## src/rtl/hazard_pkg.sv

```systemverilog
// Shared types and helpers for the hazard controller and its in-flight scoreboard.
// Register indices up to REG_ADDR_MAX bits and pipelines up to 8 stages are supported.
package hazard_pkg;

    localparam int REG_ADDR_MAX = 8;
    localparam int FSEL_MAX     = 4;

    localparam logic [FSEL_MAX-1:0] FSEL_REGFILE = '0;

    typedef struct packed {
        logic                    valid;
        logic [REG_ADDR_MAX-1:0] rd;
        logic                    regwen;
        logic                    is_load;
    } sb_entry_t;

    // Stage k is reached through select code k+1; code 0 is the register file.
    function automatic logic [FSEL_MAX-1:0] stage_to_fsel(input int stage);
        return FSEL_MAX'(stage + 1);
    endfunction

endpackage

```

## src/rtl/hazard_scoreboard.sv

```systemverilog
// Shift register of in-flight instructions, entry 0 = EX, entry DEPTH-1 = WB.
// Advances every cycle; a bubble inserts an invalid entry at EX.
module hazard_scoreboard
    import hazard_pkg::*;
#(
    parameter int DEPTH = 3
) (
    input  logic                  clk,
    input  logic                  rst_n,
    input  logic                  i_bubble,
    input  sb_entry_t             i_entry,
    output sb_entry_t [DEPTH-1:0] o_entries
);

    sb_entry_t [DEPTH-1:0] r_entries;

    always_ff @(posedge clk or negedge rst_n) begin
        if (!rst_n) begin
            r_entries <= '0;
        end else begin
            r_entries[0] <= i_bubble ? sb_entry_t'('0) : i_entry;
            for (int i = 1; i < DEPTH; i++) begin
                r_entries[i] <= r_entries[i-1];
            end
        end
    end

    assign o_entries = r_entries;

endmodule

```

## src/rtl/hazard_unit.sv

```systemverilog
// Pipeline hazard controller: forward selects, load-use stall and redirect squash.
// Define HAZARD_STATS_EN to add saturating stall/flush counters (stall_cnt, flush_cnt).
module hazard_unit
    import hazard_pkg::*;
#(
    parameter int REG_ADDR_LENGTH = 5,
    parameter int DEPTH           = 3,
    parameter int ALU_READY       = 1,
    parameter int LOAD_READY      = 2,
    parameter int FSEL_W          = $clog2(DEPTH + 1)
) (
    input  logic                       clk,
    input  logic                       rst_n,
    input  logic                       id_valid,
    input  logic [REG_ADDR_LENGTH-1:0] id_rs1,
    input  logic [REG_ADDR_LENGTH-1:0] id_rs2,
    input  logic                       id_rs1_used,
    input  logic                       id_rs2_used,
    input  logic [REG_ADDR_LENGTH-1:0] id_rd,
    input  logic                       id_regwen,
    input  logic                       id_is_load,
    input  logic                       ex_redirect,
    output logic                       stall,
    output logic                       flush_ifid,
    output logic                       bubble_ex,
    output logic [FSEL_W-1:0]          fwd_a,
`ifdef HAZARD_STATS_EN
    output logic [FSEL_W-1:0]          fwd_b,
    output logic [15:0]                stall_cnt,
    output logic [15:0]                flush_cnt
`else
    output logic [FSEL_W-1:0]          fwd_b
`endif
);

    sb_entry_t [DEPTH-1:0] w_entries;
    sb_entry_t             w_new_entry;
    logic                  w_hit_a;
    logic                  w_hit_b;
    logic                  w_load_a;
    logic                  w_load_b;
    int                    w_stage_a;
    int                    w_stage_b;
    logic                  w_ready_a;
    logic                  w_ready_b;
    logic                  w_hazard;
    logic [FSEL_W-1:0]     w_fwd_a_next;
    logic [FSEL_W-1:0]     w_fwd_b_next;
    logic                  w_unused_wb;

    assign w_new_entry = '{valid:   id_valid,
                           rd:      REG_ADDR_MAX'(id_rd),
                           regwen:  id_regwen,
                           is_load: id_is_load};

    hazard_scoreboard #(
        .DEPTH (DEPTH)
    ) u_scoreboard (
        .clk       (clk),
        .rst_n     (rst_n),
        .i_bubble  (bubble_ex),
        .i_entry   (w_new_entry),
        .o_entries (w_entries)
    );

    // The WB entry has already written the register file when the consumer reaches EX.
    assign w_unused_wb = ^w_entries[DEPTH-1];

    function automatic logic produces(input sb_entry_t e,
                                      input logic [REG_ADDR_LENGTH-1:0] src,
                                      input logic used);
        return e.valid && e.regwen && used && (src != '0) &&
               (e.rd == REG_ADDR_MAX'(src));
    endfunction

    // Scan oldest to youngest so the lowest matching stage wins.
    always_comb begin
        w_hit_a   = 1'b0;
        w_load_a  = 1'b0;
        w_stage_a = 0;
        w_hit_b   = 1'b0;
        w_load_b  = 1'b0;
        w_stage_b = 0;
        for (int k = DEPTH - 2; k >= 0; k--) begin
            if (produces(w_entries[k], id_rs1, id_rs1_used)) begin
                w_hit_a   = 1'b1;
                w_load_a  = w_entries[k].is_load;
                w_stage_a = k;
            end
            if (produces(w_entries[k], id_rs2, id_rs2_used)) begin
                w_hit_b   = 1'b1;
                w_load_b  = w_entries[k].is_load;
                w_stage_b = k;
            end
        end
    end

    assign w_ready_a = (w_stage_a + 1) >= (w_load_a ? LOAD_READY : ALU_READY);
    assign w_ready_b = (w_stage_b + 1) >= (w_load_b ? LOAD_READY : ALU_READY);
    assign w_hazard  = id_valid && ((w_hit_a && !w_ready_a) || (w_hit_b && !w_ready_b));

    always_comb begin
        stall      = 1'b0;
        flush_ifid = 1'b0;
        bubble_ex  = 1'b0;
        if (ex_redirect) begin
            flush_ifid = 1'b1;
            bubble_ex  = 1'b1;
        end else if (w_hazard) begin
            stall     = 1'b1;
            bubble_ex = 1'b1;
        end
    end

    // Select names the stage the producer occupies once the consumer is in EX.
    assign w_fwd_a_next = (w_hit_a && !bubble_ex) ? FSEL_W'(stage_to_fsel(w_stage_a + 1))
                                                  : FSEL_W'(FSEL_REGFILE);
    assign w_fwd_b_next = (w_hit_b && !bubble_ex) ? FSEL_W'(stage_to_fsel(w_stage_b + 1))
                                                  : FSEL_W'(FSEL_REGFILE);

    always_ff @(posedge clk or negedge rst_n) begin
        if (!rst_n) begin
            fwd_a <= '0;
            fwd_b <= '0;
        end else begin
            fwd_a <= w_fwd_a_next;
            fwd_b <= w_fwd_b_next;
        end
    end

`ifdef HAZARD_STATS_EN
    always_ff @(posedge clk or negedge rst_n) begin
        if (!rst_n) begin
            stall_cnt <= '0;
            flush_cnt <= '0;
        end else begin
            if (stall && (stall_cnt != 16'hFFFF)) begin
                stall_cnt <= stall_cnt + 16'd1;
            end
            if (flush_ifid && (flush_cnt != 16'hFFFF)) begin
                flush_cnt <= flush_cnt + 16'd1;
            end
        end
    end
`endif

endmodule

```

## config.mk

```make
export PLATFORM = sky130hd
export DESIGN_NAME = hazard_unit
export DESIGN_NICKNAME = d
export VERILOG_FILES = /design/src/rtl/hazard_pkg.sv /design/src/rtl/hazard_scoreboard.sv /design/src/rtl/hazard_unit.sv
export SDC_FILE = /design/constraint.sdc
export NUM_CORES = 1
export LEC_CHECK = 0
export ABC_AREA = 0
export BUFFER_PORTS_ARGS = -buffer_cell sky130_fd_sc_hd__buf_2
export CAP_MARGIN = 5
export CORE_AREA = 2 2 74 58
export DETAILED_ROUTE_END_ITERATION = 6
export DIE_AREA = 0 0 76 60
export GPL_ROUTABILITY_DRIVEN = 0
export MAX_ROUTING_LAYER = met4
export PLACE_DENSITY = 0.47
export REMOVE_ABC_BUFFERS = 1
export SLEW_MARGIN = 20
export SYNTH_ARGS = -nofsm -noshare
export SYNTH_HDL_FRONTEND = slang
export SYNTH_SLANG_ARGS = --single-unit
```

## constraint.sdc

```tcl
create_clock -name clk -period 2.26 [get_ports clk]
set_input_delay 0.226 -clock clk [delete_from_list [all_inputs] [get_ports clk]]
set_output_delay 0.226 -clock clk [all_outputs]
set_load 0.03 [all_outputs]
```

Word-level counts from Yosys, hierarchy flattened
Cells that the tools add are included.

storage, ports and cells
  input bits = 23
  logic and storage cells = 66
  register bits = 26
  output and inout port bits = 7

cells by class
  multiplexer cells = 21
  $add $sub $neg = 4
  eq/ne operators = 4
  magnitude comparators = 2
  reductions and logical operators = 25

operator list
  operator                 number
  $add A32 B2 Y32 const B  2
  $ge A32 B3 Y1            2
  $mux W32                 2
  $eq A8 B5 Y1             4
  $logic_and A1 B1 Y1      19
  $mux W1                  14
  $mux W11                 1
  $reduce_bool A5 Y1       2
  $mux W2                  4
  $add A2 B2 Y2 const B    2
  $logic_not A1 Y1         3
  $logic_or A1 B1 Y1       1

Longest topological paths before layout
  depth in word-level cells = 17
  gate-level depth with buffers = 6
  depth with buffers taken out = 5

Cells and area by module
From an unflattened synthesis, not the netlist that was laid out.

unflattened totals
  cells, all modules = 106
  area total of the unflattened synthesis = 1481.4 um^2

by module, submodules not included
  module             times used  cells an instance  area an instance (um^2)  seq. area each (um^2)
  hazard_scoreboard  1           45                 943.4                    825.8
  hazard_unit        1           61                 538.0                    100.1

Worst setup path before layout
No wires, ideal clock.

  path type = register to output
  start = register u_scoreboard.r_entries, in the netlist u_scoreboard.o_entries[4]
  end = output stall
  cell stages (with the launch flop) = 7
  data required time = 2.034 ns
  buffers on the path = 1
  arrival = 1.880 ns
  setup slack = 0.154 ns
  path through = dfrtp_1 -> xnor2_1 -> nand4_1 -> nor4_2 -> o211a_1 -> buf_6 -> nor2b_1

between the ends
  cells in the longest elaborated chain, start to end = 11
  elaborated cells on any way between the ends = 24
  classes of those cells = add/sub (2); order compare (2); eq/ne (2); mux (10); reduce/logical (8)

ends and longest elaborated chain
  what                                     line                                  RTL
  from (decl)                              hazard_scoreboard.sv:15               sb_entry_t [DEPTH-1:0] r_entries;
  from (signal, indexed assignment)        hazard_scoreboard.sv:23               r_entries[i] <= r_entries[i-1];
  $eq A8 B5 Y1                             hazard_unit.sv:73                     (e.rd == REG_ADDR_MAX'(src));
  $logic_and A1 B1 Y1                      hazard_unit.sv:72                     return e.valid && e.regwen && used && (src != '0) &&
  $mux W32 (tied with other cells)         hazard_unit.sv:85                     if (produces(w_entries[k], id_rs1, id_rs1_used)) begin
  $add A32 B2 Y32 (tied with other cells)  n/a
  $ge A32 B3 Y1, on equally long branches  hazard_unit.sv:98, hazard_unit.sv:99
  $logic_not A1 Y1                         hazard_unit.sv:100                    assign w_hazard = id_valid && ((w_hit_a && !w_ready_a) || (w_hit_b && !w_ready_b));
  $logic_and A1 B1 Y1                      hazard_unit.sv:100
  $logic_or A1 B1 Y1 *                     hazard_unit.sv:100
  $logic_and A1 B1 Y1 *                    hazard_unit.sv:100
  $mux W1 *                                hazard_unit.sv:109                    end else if (w_hazard) begin
  $mux W1 *                                hazard_unit.sv:106                    if (ex_redirect) begin
  to (decl)                                hazard_unit.sv:23                     output logic stall,

Every way passes the cells marked *; elsewhere a longest branch is shown, timed or not.

Worst setup path after layout
  start = input id_rs2[0]
  end = output bubble_ex

between the ends
  cells in the longest elaborated chain, start to end = 13
  elaborated cells on any way between the ends = 22
  classes of those cells = add/sub (1); order compare (1); eq/ne (2); mux (9); reduce/logical (9)

ends and longest elaborated chain
  what                                               line                RTL
  from (decl)                                        hazard_unit.sv:16   input logic [REG_ADDR_LENGTH-1:0] id_rs2,
  $reduce_bool A5 Y1                                 hazard_unit.sv:72
  $logic_and A1 B1 Y1 (2 in a row)                   hazard_unit.sv:72
  $mux W1                                            hazard_unit.sv:90   if (produces(w_entries[k], id_rs2, id_rs2_used)) begin
  $mux W32 / $mux W1 (equally long branches)         hazard_unit.sv:90
  $add A32 B2 Y32 / $mux W2 (equally long branches)  n/a
  $ge A32 B3 Y1                                      hazard_unit.sv:99   assign w_ready_b = (w_stage_b + 1) >= (w_load_b ? LOAD_READY : ALU_READY);
  $logic_not A1 Y1                                   hazard_unit.sv:100
  $logic_and A1 B1 Y1 *                              hazard_unit.sv:100
  $logic_or A1 B1 Y1 *                               hazard_unit.sv:100
  $logic_and A1 B1 Y1 *                              hazard_unit.sv:100
  $mux W1 *                                          hazard_unit.sv:109
  $mux W1 *                                          hazard_unit.sv:106
  to (decl)                                          hazard_unit.sv:25   output logic bubble_ex,

Marks and branches as above.

==> results.sh <==
export IMPL_ff_latch_area_um2=475
export IMPL_crit_required_ns=2.03
export IMPL_ant_nets=0
export IMPL_via_count=697
export IMPL_drv_slew=0
export IMPL_syn_area_per_cell_um2=12.7
export IMPL_dieWidth_um=76
export IMPL_dr_pass1_iters=4
export IMPL_coreArea_um2=3880
export IMPL_drc=0
export IMPL_rsz0062_at_grt="false"
export IMPL_grt_pass1_wl_mm=3.55
export IMPL_rows=20
export IMPL_die_h_um=60
export IMPL_vdd_ir_drop_max_uv=325
export IMPL_numClockSinks=19
export IMPL_crit_type="in2out"
export IMPL_start_util=0.248
export IMPL_crit_start="id_rs2[0]"
export IMPL_layout_common_cells="29 x buf_2, 19 x dfrtp_1, 16 x xnor2_1, 7 x nor3b_2"
export IMPL_wl_per_cell_um=12.8
export IMPL_grt_overflow_total=0
export IMPL_io_pins=30
export IMPL_fin_skew_ns=0.00210
export IMPL_fin_hold_ws_ns=0.217
export IMPL_endpoint_kind="primary output"
export IMPL_synth_seq_cells=19
export IMPL_finalSetupViolCount=0
export IMPL_viasPerCell=4.22
export IMPL_layoutNonFillerInstCount=165
export IMPL_clkSlewWorstSetupHoldPaths_ns=0.07
export IMPL_synth_cell_types=24
export IMPL_multiInputGateArea_um2=483
export IMPL_cts_tree="yes"
export IMPL_p_per_area_nw_per_um2=557
export IMPL_p_leak_nw=0.559
export IMPL_hold_viol=0
export IMPL_maxCapViolations=0
export IMPL_relSlewSlack=0.670
export IMPL_root_buffer="clkbuf_8"
export IMPL_port_buffers=29
export IMPL_yosys_warnings=0
export IMPL_dp_cells=159
export IMPL_synth_top_area_cell="dfrtp_1"
export IMPL_die_area_um2=4560
export IMPL_cp_start_kind="input pin"
export IMPL_drtIter0Drc=14
export IMPL_ctsHtreeMaxLevel=1
export IMPL_clk_path_buf_depth=2
export IMPL_r2r_start="u_scoreboard.o_entries[15]"
export IMPL_post_route_util=0.322
export IMPL_area_growth_pct=29.7
export IMPL_syn_cell_area_um2=963
export IMPL_max_freq_mhz=482
export IMPL_finalNetCount=134
export IMPL_arrival_ns=1.85
export IMPL_synth_area_leaders="dfrtp_1 49%, xnor2_1 15%, nor3b_2 9.1%"
export IMPL_wl_mm=2.11
export IMPL_clk_latency_ns=0.25
export IMPL_grt_pass1_vias=730
export IMPL_grt_max_degree=20
export IMPL_layout_commonest_cell="buf_2"
export IMPL_numCtsBuffers=3
export IMPL_min_from="id_rd[3]"
export IMPL_fin_crit_sh=0.918
export IMPL_dp_hpwl_mm=1.62
export IMPL_grtUsageTotal=0.105
export IMPL_cp_max_fo=4
export IMPL_finalCriticalPeriod_ns=2.07
export IMPL_worstMarginPinSlew_ns=0.491
export IMPL_drive_gt1_frac=0.445
export IMPL_status="finished clean"
export IMPL_synth_top_area_frac=0.494
export IMPL_tns_ns=0
export IMPL_final_fill_count=406
export IMPL_worstHoldPathType="in2reg"
export IMPL_ys_seq_area_frac=0.494
export IMPL_antenna_found_initial=0
export IMPL_synthCells=76
export IMPL_diodes=0
worst max-delay path: stages:
cell and delay [ns]:
buf_2 0.13, or4_4 0.53, o21ai_2 0.23, nor4_4 0.09, o211a_1 0.27, or2_1 0.21
buf_2 0.17
Yosys cell counts, drive strengths merged:
master	number
or2	1
nor3b	7
xor2	4
nand4	4
nor4	4
dfrtp	19
and3b	1
nor2	2
nor2b	1
o21ai	3
xnor2	16
clkbuf	1
buf	2
o211a	1
nor3	2
or4	2
nor4bb	1
nand3	2
and4bb	1
nand2	2
area by class of cell:
cell class | count | area share
Clock buffer | 4 | 0.0360
Multi-Input combinational cell | 54 | 0.386
Sequential cell | 19 | 0.380
Tap cell | 55 | 0.0551
Timing Repair Buffer | 33 | 0.142
power by group:
group / internal, W / switching, W / leakage, nW
Sequential: 0.000354 / 0.0000120 / 0.249
Combinational: 0.0000486 / 0.0000507 / 0.287
Clock: 0.000125 / 0.000106 / 0.0228
Total: 0.000528 / 0.000169 / 0.559
final timing paths:
check	slack, ns	endpoint	cells past startpoint
max	0.19	bubble_ex	7
min	0.22	u_scoreboard.o_entries[5]	2
max reg2reg	0.63	fwd_a[0]	4
min reg2reg	0.37	u_scoreboard.o_entries[21]	0
max in group asynchronous	1.52	u_scoreboard.o_entries[14]	2
min in group asynchronous	0.44	u_scoreboard.o_entries[17]	2
stage by stage:
stage               area (um2)  total power (W)  worst slack, ns
floorplan                  941         0.000417           0.0273
CTS                       1230         0.000706           0.0132
global route              1250         0.000732           0.0108
finish                    1250         0.000696            0.185
global placement          1170         0.000468            0.197
detailed placement        1170         0.000468            0.213
layer usage:
| metal | global-route usage | vias up | wire length (um) |
|---|---|---|---|
| li1 | - | 336 | - |
| met1 | 0.138 | 329 | 1060 |
| met2 | 0.166 | 29 | 909 |
| met3 | 0.0287 | 3 | 124 |
| met4 | 0.0234 | 0 | 11 |
| met5 | - | - | 0 |
cells by family (layout without fill, tap and decap cells):
| logic type | count (synthesis) | count (layout) | synth area share |
|---|---|---|---|
| and+or+nand+nor | 30 | 30 | 0.268 |
| buffers and inverters | 3 | 37 | 0.0234 |
| DFF | 19 | 19 | 0.494 |
| xor gates and xnor gates | 20 | 20 | 0.182 |
| AOI/OAI and AO/OA | 4 | 4 | 0.0338 |
flip-flops by register name (all words and copies together), names as in the netlist:
signal	count
fwd_a	2
u_scoreboard.o_entries	15
fwd_b	2
what timing repair did:
| item | in CTS | in global routing |
|---|---|---|
| buffers inserted | 0 | 1 |
| hold buffers | 1 | 0 |
| gates resized for setup | 1 | 1 |
| pin swaps | 0 | 2 |
| setup endpoints to repair | 2 | 2 |
| hold endpoints to repair | 19 | 0 |
Note: power is estimated with default switching activity, not from simulation.
